--- config.mk ---
export PLATFORM = sky130hd
export DESIGN_NAME = seq_stage_ctrl
export DESIGN_NICKNAME = d
export VERILOG_FILES = /design/src/rtl/y86_pkg.sv /design/src/rtl/seq_stage_ctrl.sv
export SDC_FILE = /design/constraint.sdc
export NUM_CORES = 1
export LEC_CHECK = 0
export ABC_CLOCK_PERIOD_IN_PS = 1800
export BUFFER_PORTS_ARGS = -buffer_cell sky130_fd_sc_hd__buf_4
export CAP_MARGIN = 20
export CORE_MARGIN = 2
export CORE_UTILIZATION = 46
export CTS_CLUSTER_DIAMETER = 200
export DETAILED_ROUTE_END_ITERATION = 7
export PLACE_DENSITY = 0.91
export SLEW_MARGIN = 20
export SYNTH_ARGS = -nofsm -noshare
export SYNTH_HDL_FRONTEND = slang
export SYNTH_SLANG_ARGS = --single-unit
--- constraint.sdc ---
create_clock -name clk -period 1.8 [get_ports clk]
set_input_delay 0.36 -clock clk [delete_from_list [all_inputs] [get_ports clk]]
set_output_delay 0.36 -clock clk [all_outputs]
set_load 0.05 [all_outputs]
--- src/rtl/y86_pkg.sv ---
// Shared Y86-64 definitions: status codes, icodes, sequencer state encoding
// and the memory-icode classifier.
package y86_pkg;

  localparam logic [2:0] STAT_AOK = 3'd1;
  localparam logic [2:0] STAT_HLT = 3'd2;
  localparam logic [2:0] STAT_ADR = 3'd3;
  localparam logic [2:0] STAT_INS = 3'd4;

  localparam logic [3:0] I_HALT   = 4'h0;
  localparam logic [3:0] I_NOP    = 4'h1;
  localparam logic [3:0] I_RRMOVQ = 4'h2;
  localparam logic [3:0] I_IRMOVQ = 4'h3;
  localparam logic [3:0] I_RMMOVQ = 4'h4;
  localparam logic [3:0] I_MRMOVQ = 4'h5;
  localparam logic [3:0] I_OPQ    = 4'h6;
  localparam logic [3:0] I_JXX    = 4'h7;
  localparam logic [3:0] I_CALL   = 4'h8;
  localparam logic [3:0] I_RET    = 4'h9;
  localparam logic [3:0] I_PUSHQ  = 4'hA;
  localparam logic [3:0] I_POPQ   = 4'hB;

  localparam logic [2:0] ST_IDLE   = 3'd0;
  localparam logic [2:0] ST_FETCH  = 3'd1;
  localparam logic [2:0] ST_DECODE = 3'd2;
  localparam logic [2:0] ST_EXEC   = 3'd3;
  localparam logic [2:0] ST_MEM    = 3'd4;
  localparam logic [2:0] ST_WB     = 3'd5;
  localparam logic [2:0] ST_PCUPD  = 3'd6;
  localparam logic [2:0] ST_HALT   = 3'd7;

  typedef enum logic [2:0] {
    S_IDLE   = ST_IDLE,
    S_FETCH  = ST_FETCH,
    S_DECODE = ST_DECODE,
    S_EXEC   = ST_EXEC,
    S_MEM    = ST_MEM,
    S_WB     = ST_WB,
    S_PCUPD  = ST_PCUPD,
    S_HALT   = ST_HALT
  } seq_state_e;

  function automatic logic is_mem_icode(input logic [3:0] ic);
    case (ic)
      I_RMMOVQ, I_MRMOVQ, I_CALL, I_RET, I_PUSHQ, I_POPQ: is_mem_icode = 1'b1;
      default:                                            is_mem_icode = 1'b0;
    endcase
  endfunction

endpackage

--- src/rtl/seq_stage_ctrl.sv ---
// Multi-cycle stage sequencer and PC register for the Y86-64 core.
// Optional SEQ_PERF_CNT_EN adds cycle_cnt / retired_cnt performance counters.
module seq_stage_ctrl
  import y86_pkg::*;
#(
  parameter int                ADDR_W   = 64,
  parameter logic [ADDR_W-1:0] RESET_PC = '0,
  parameter int                MEM_TMO  = 15
) (
  input  logic              clk,
  input  logic              rst_n,
  input  logic              run,
  input  logic [3:0]        icode,
  input  logic              instr_valid,
  input  logic              imem_error,
  input  logic              dmem_ready,
  input  logic              dmem_error,
  input  logic [ADDR_W-1:0] next_pc,
  output logic [ADDR_W-1:0] pc,
  output logic              fetch_en,
  output logic              decode_en,
  output logic              exec_en,
  output logic              mem_en,
  output logic              wb_en,
  output logic              mem_req,
  output logic [2:0]        stat,
  output logic              busy
`ifdef SEQ_PERF_CNT_EN
  ,
  output logic [31:0]       cycle_cnt,
  output logic [31:0]       retired_cnt
`endif
);

  localparam int            CW       = $clog2(MEM_TMO + 1);
  localparam logic [CW-1:0] TMO_LAST = CW'(MEM_TMO - 1);
  localparam logic [CW-1:0] TMO_MAX  = CW'(MEM_TMO);

  seq_state_e        state_reg, state_next;
  logic [2:0]        stat_reg, stat_next;
  logic [ADDR_W-1:0] pc_reg;
  logic [CW-1:0]     tmo_cnt_reg;
  logic              mem_op;

  assign mem_op = is_mem_icode(icode);

  always_comb begin
    state_next = state_reg;
    stat_next  = stat_reg;
    fetch_en   = 1'b0;
    decode_en  = 1'b0;
    exec_en    = 1'b0;
    mem_en     = 1'b0;
    wb_en      = 1'b0;
    mem_req    = 1'b0;
    busy       = (state_reg != S_IDLE) && (state_reg != S_HALT);
    unique case (state_reg)
      S_IDLE:   if (run) state_next = S_FETCH;
      S_FETCH: begin
        fetch_en   = 1'b1;
        state_next = S_DECODE;
      end
      S_DECODE: begin
        decode_en = 1'b1;
        if (imem_error) begin
          stat_next  = STAT_ADR;
          state_next = S_HALT;
        end else if (!instr_valid) begin
          stat_next  = STAT_INS;
          state_next = S_HALT;
        end else if (icode == I_HALT) begin
          stat_next  = STAT_HLT;
          state_next = S_HALT;
        end else begin
          state_next = S_EXEC;
        end
      end
      S_EXEC: begin
        exec_en    = 1'b1;
        state_next = S_MEM;
      end
      S_MEM: begin
        mem_en = 1'b1;
        // The counter is zero only on the entry cycle, which is where the request pulses.
        mem_req = mem_op && (tmo_cnt_reg == '0);
        if (!mem_op) begin
          state_next = S_WB;
        end else if (dmem_ready) begin
          if (dmem_error) begin
            stat_next  = STAT_ADR;
            state_next = S_HALT;
          end else begin
            state_next = S_WB;
          end
        end else if (tmo_cnt_reg >= TMO_LAST) begin
          stat_next  = STAT_ADR;
          state_next = S_HALT;
        end
      end
      S_WB: begin
        wb_en      = 1'b1;
        state_next = S_PCUPD;
      end
      S_PCUPD:  state_next = run ? S_FETCH : S_IDLE;
      S_HALT:   state_next = S_HALT;
      default:  state_next = S_IDLE;
    endcase
  end

  always_ff @(posedge clk or negedge rst_n) begin
    if (!rst_n) begin
      state_reg   <= S_IDLE;
      stat_reg    <= STAT_AOK;
      pc_reg      <= RESET_PC;
      tmo_cnt_reg <= '0;
    end else begin
      state_reg <= state_next;
      stat_reg  <= stat_next;
      if (state_reg == S_PCUPD) pc_reg <= next_pc;
      // Held at zero outside MEM so every MEM visit starts counting from the entry cycle.
      if (state_reg != S_MEM)          tmo_cnt_reg <= '0;
      else if (tmo_cnt_reg != TMO_MAX) tmo_cnt_reg <= tmo_cnt_reg + 1'b1;
    end
  end

  assign pc   = pc_reg;
  assign stat = stat_reg;

`ifdef SEQ_PERF_CNT_EN
  logic [31:0] cycle_cnt_reg, retired_cnt_reg;

  always_ff @(posedge clk or negedge rst_n) begin
    if (!rst_n) begin
      cycle_cnt_reg   <= '0;
      retired_cnt_reg <= '0;
    end else begin
      if (busy)                cycle_cnt_reg   <= cycle_cnt_reg + 32'd1;
      if (state_reg == S_PCUPD) retired_cnt_reg <= retired_cnt_reg + 32'd1;
    end
  end

  assign cycle_cnt   = cycle_cnt_reg;
  assign retired_cnt = retired_cnt_reg;
`endif

endmodule
* Word-level counts from Yosys, hierarchy flattened
Cells that the tools add are included.
Word-level totals: output and inout bits 74, word-level logic and storage cells 66, bits of input ports 75, bits in registers 74
Operators by class: magnitude comparators 1, add/subtract/negate cells 1, reductions and logical operators 11, mux-type cells 27, equality and inequality tests 22
Operators with widths (number):
- $mux W3 | 14
- $pmux W3 S8 | 1
- $eq A4 B4 Y1 const B | 4
- $eq A3 B3 Y1 const B | 4
- $ne A3 B3 Y1 const B | 4
- $ne A4 B4 Y1 const B | 3
- $eq A4 B3 Y1 const B | 2
- $logic_not A4 Y1 | 2
- $mux W1 | 8
- $mux W4 | 2
- $eq A3 B2 Y1 const B | 2
- $pmux W3 S2 | 1
- $reduce_or A6 Y1 | 1
- $reduce_and A5 Y1 | 1
- $add A4 B1 Y4 const B | 1
- $ge A4 B4 Y1 const B | 1
- $ne A2 B2 Y1 const B | 2
- $reduce_bool A2 Y1 | 2
- $eq A3 B1 Y1 const B | 1
- $logic_not A3 Y1 | 1
- $reduce_bool A3 Y1 | 1
- $logic_and A1 B1 Y1 | 2
- $mux W2 | 1
- $reduce_and A2 Y1 | 1

* Depth between registers and ports, before layout
depth in word-level cells 5, gate-level depth with buffers 6

* Least setup slack after synthesis
OpenSTA, ideal clock, no wires.
path kind reg-to-output, start register state_reg[2], end output port mem_req, arrival time 2.747 ns, stages on the path, launching flop included 6, setup slack -1.307 ns, required time 1.440 ns, path through dfrtp_1 -> inv_2 -> or3_4 -> clkinv_4 -> o21ai_4 -> nor4b_1
Between the ends: word-level cells in the longest chain between the ends 2
Ends and longest elaborated chain:
- from (decl) | RTL line seq_stage_ctrl.sv:39 | seq_state_e state_reg, state_next;
- from (signal assigned) | RTL line seq_stage_ctrl.sv:117 | state_reg <= state_next;
- $eq A3 B3 Y1 | RTL line seq_stage_ctrl.sv:57 | unique case (state_reg)
- $mux W1 | RTL line seq_stage_ctrl.sv:57
- to (decl) | RTL line seq_stage_ctrl.sv:25 | output logic mem_req,
Every way passes these cells.

* Worst setup path after layout
start register state_reg[1], end output port mem_req
Same word-level chain as after synthesis.

==> results.py <==
metrics = {
    "floorplan": {
        "ios": 149,
        "design.die.area_mm2": 0.00726,
        "coreArea_mm2": 0.00635,
        "initial_core_util_pct": 47.7,
        "die_w_um": 85.2,
        "rows": 29,
        "die_h_um": 85.2,
    },
    "critical_path": {
        "start_kind": "flip-flop",
        "required_ns": 1.44,
        "critical-path-top-delay-family": "simple AND/OR/NAND/NOR gates",
        "worst-path-buf-inv": 2,
        "startpoint": "state_reg[1]$_DFFE_PN0P_",
        "crit_fanout": 2,
        "worstReg2RegStart": "state_reg[1]$_DFFE_PN0P_",
        "worstPathArrival_ns": 1.73,
        "max_stage_delay_ns": 0.41,
        "crit_slowest_cell": "or3_4",
        "end_kind": "output port",
        "path_cells": "or3_4 -> clkinv_4 -> o21ai_4 -> nor4b_4 -> buf_6",
        "critPathKind": "flip-flop to output port",
    },
    "yosys": {
        "ys_seq_area_share_pct": 61.1,
        "synth-compound-area-share_pct": 3.76,
        "synth_xor_area_share_pct": 0.289,
        "synth.net_count": 283,
        "ys_async_sr_fraction_pct": 100,
        "synth_edf_count": 0,
        "synth_mux_area_share_pct": 25.4,
        "synth_warnings": 0,
        "synth_area_mm2": 0.00303,
        "yosys.cell_types.count": 36,
        "synthCells": 205,
        "synthAdderAreaFrac_pct": 1.24,
        "avgSynthCellArea_um2": 14.8,
        "synth_top_family_by_area": "multiplexers",
        "synth-simple-area-share_pct": 5.98,
        "ys_seq_elements": 74,
        "synth_ff_type": "dfrtp_1",
    },
    "timing": {
        "setup-violations-final": 2,
        "whs_ns": 0.246,
        "fin_crit_sh_pct": 116,
        "rsz0062_at_grt": "true",
        "fin_skew_ns": 0.00977,
        "drv_slew": 0,
        "worstMarginPinSlew_ns": 0.469,
        "finalHoldViolations": 0,
        "relSlewSlack_pct": 68.8,
        "max_clock_freq_mhz": 479,
        "worst_slack_ns": -0.286,
        "post-route-min-period_ns": 2.09,
    },
    "clocking": {
        "cts_buffer_depth": 2,
        "clkTransAtPathRegs_ns": 0.08,
        "cts_tree": "built",
        "insertion_delay_ns": 0.34,
        "cts-htree-levels": 3,
        "cts.sinks": 74,
        "numCtsBuffers": 9,
        "cts_root_buf": "clkbuf_8",
    },
    "drt": {
        "drc": 0,
        "vias": 2231,
        "drt_iter0_drc": 61,
        "wl_um": 7060,
        "vias_per_cell": 4.92,
        "drtPass1Iterations": 3,
        "detail-route-antenna-nets": 0,
        "wl_per_cell_um": 15.6,
    },
    "final_layout": {
        "design_area_mm2": 0.00462,
        "finalNetCount": 449,
        "drive_gt1_share_pct": 68.6,
        "fillers": 465,
        "diodes": 0,
        "area_growth_pct": 52.3,
        "largest_register_ffs": 64,
    },
    "worst_hold_path": {
        "hp-start": "next_pc[37]",
        "hp-class": "input pin to flip-flop",
    },
    "global_route": {
        "top_usage_layer": "met2",
        "grt_first_pass_wirelength_um": 11500,
        "grt_usage_pct": 20.4,
        "grt_pass1_vias": 2419,
        "grt_max_degree": 45,
        "grt-ovfl-total": 0,
        "grtUsageMet3_pct": 7.20,
        "gr-usage-met1_pct": 24.7,
        "antenna_found_initial": 0,
        "use_met2_pct": 33.6,
    },
    "place": {
        "post-place-ws_ns": 0.0154,
        "detailed_place_hpwl_um": 5290,
        "dpl-instance-area_mm2": 0.00434,
        "port_buffers": 148,
        "place_congestion": 0.838,
    },
    "run": {
        "maxCapViolCount": 0,
    },
    "run_status": {
        "violations": "setup timing",
        "outcome": "finished with violations",
    },
}
## metal layers
metal | wire (µm) | up-vias | share of wire [%]
met3 | 608 | 10 | 8.6
met5 | 0 | - | 0
met2 | 3500 | 99 | 49
met1 | 2850 | 1074 | 40
met4 | 106 | 0 | 1.5
li1 | - | 1048 | -
## cells in the mapped netlist, types with 3 or more instances
cell | n | area (µm²)
dfrtp_1 | 73 | 1830
nor2_1 | 7 | 26.3
nor3b_1 | 4 | 30.0
mux2_2 | 64 | 721
buf_2 | 7 | 35.0
inv_1 | 3 | 11.3
o21ai_0 | 3 | 15.0
nor3_1 | 5 | 25.0
ha_1 | 3 | 37.5
a21oi_1 | 3 | 15.0
## layout by cell type, fill, tap and decap left out, drive strengths merged, types with 2 or more instances in the layout
cell      count
a21oi         3
and2          2
buf         163
clkbuf       12
clkinv        2
clkinvlp      2
dfrtp        73
ha            3
inv           4
mux2         66
mux2i         2
nand2b        2
nand3         2
nor2          7
nor2b         2
nor3          5
nor3b         4
o21ai         4
o21bai        2
## logic make-up after synthesis
kind of cell / count (synthesis)
AOI/OAI and AO/OA: 14
and+or+nand+nor: 31
adders and majority gates: 3
muxes: 68
buffers and inverters: 14
xor gates and xnor gates: 1
DFF: 74
## stage by stage
step           TNS (ns)  instances  util [%]
6_report         -0.382        453      72.7
5_1_grt          -0.459        453      72.7
4_1_cts          -0.317        450      72.1
3_5_place_dp          0        432      68.3
3_3_place_gp          0        432      68.3
2_1_floorplan    -0.649        205         -
## timing repair
item	CTS	global route
hold endpoints to repair	32	0
gates resized for setup	4	6
buffers inserted	1	3
hold buffers	1	0
setup endpoints to repair	2	4
pin swaps	1	1
## final timing paths
| path | end | slack [ns] | cells past startpoint |
|---|---|---|---|
| max | mem_req | -0.29 | 5 |
| min | pc[37]$_DFFE_PN0N_ | 0.25 | 2 |
| max reg2reg | stat[2]$_DFFE_PN0P_ | 0.09 | 6 |
| min reg2reg | pc[28]$_DFFE_PN0N_ | 0.51 | 1 |
| max in group asynchronous | pc[61]$_DFFE_PN0N_ | 0.68 | 3 |
| min in group asynchronous | pc[63]$_DFFE_PN0N_ | 0.52 | 2 |
## final cells by class
cell class,instances,area (µm²),area share [%]
Timing Repair Buffer,164,1290,27.9
Clock inverter,4,50.0,1.08
Sequential cell,74,1850,40.1
Inverter,5,23.8,0.515
Tap cell,77,96.3,2.09
Clock buffer,12,155,3.36
Multi-Input combinational cell,117,1150,24.9
Power is not shown: default switching activity piles up to over one toggle a cycle in this logic, so the estimate is an artifact.
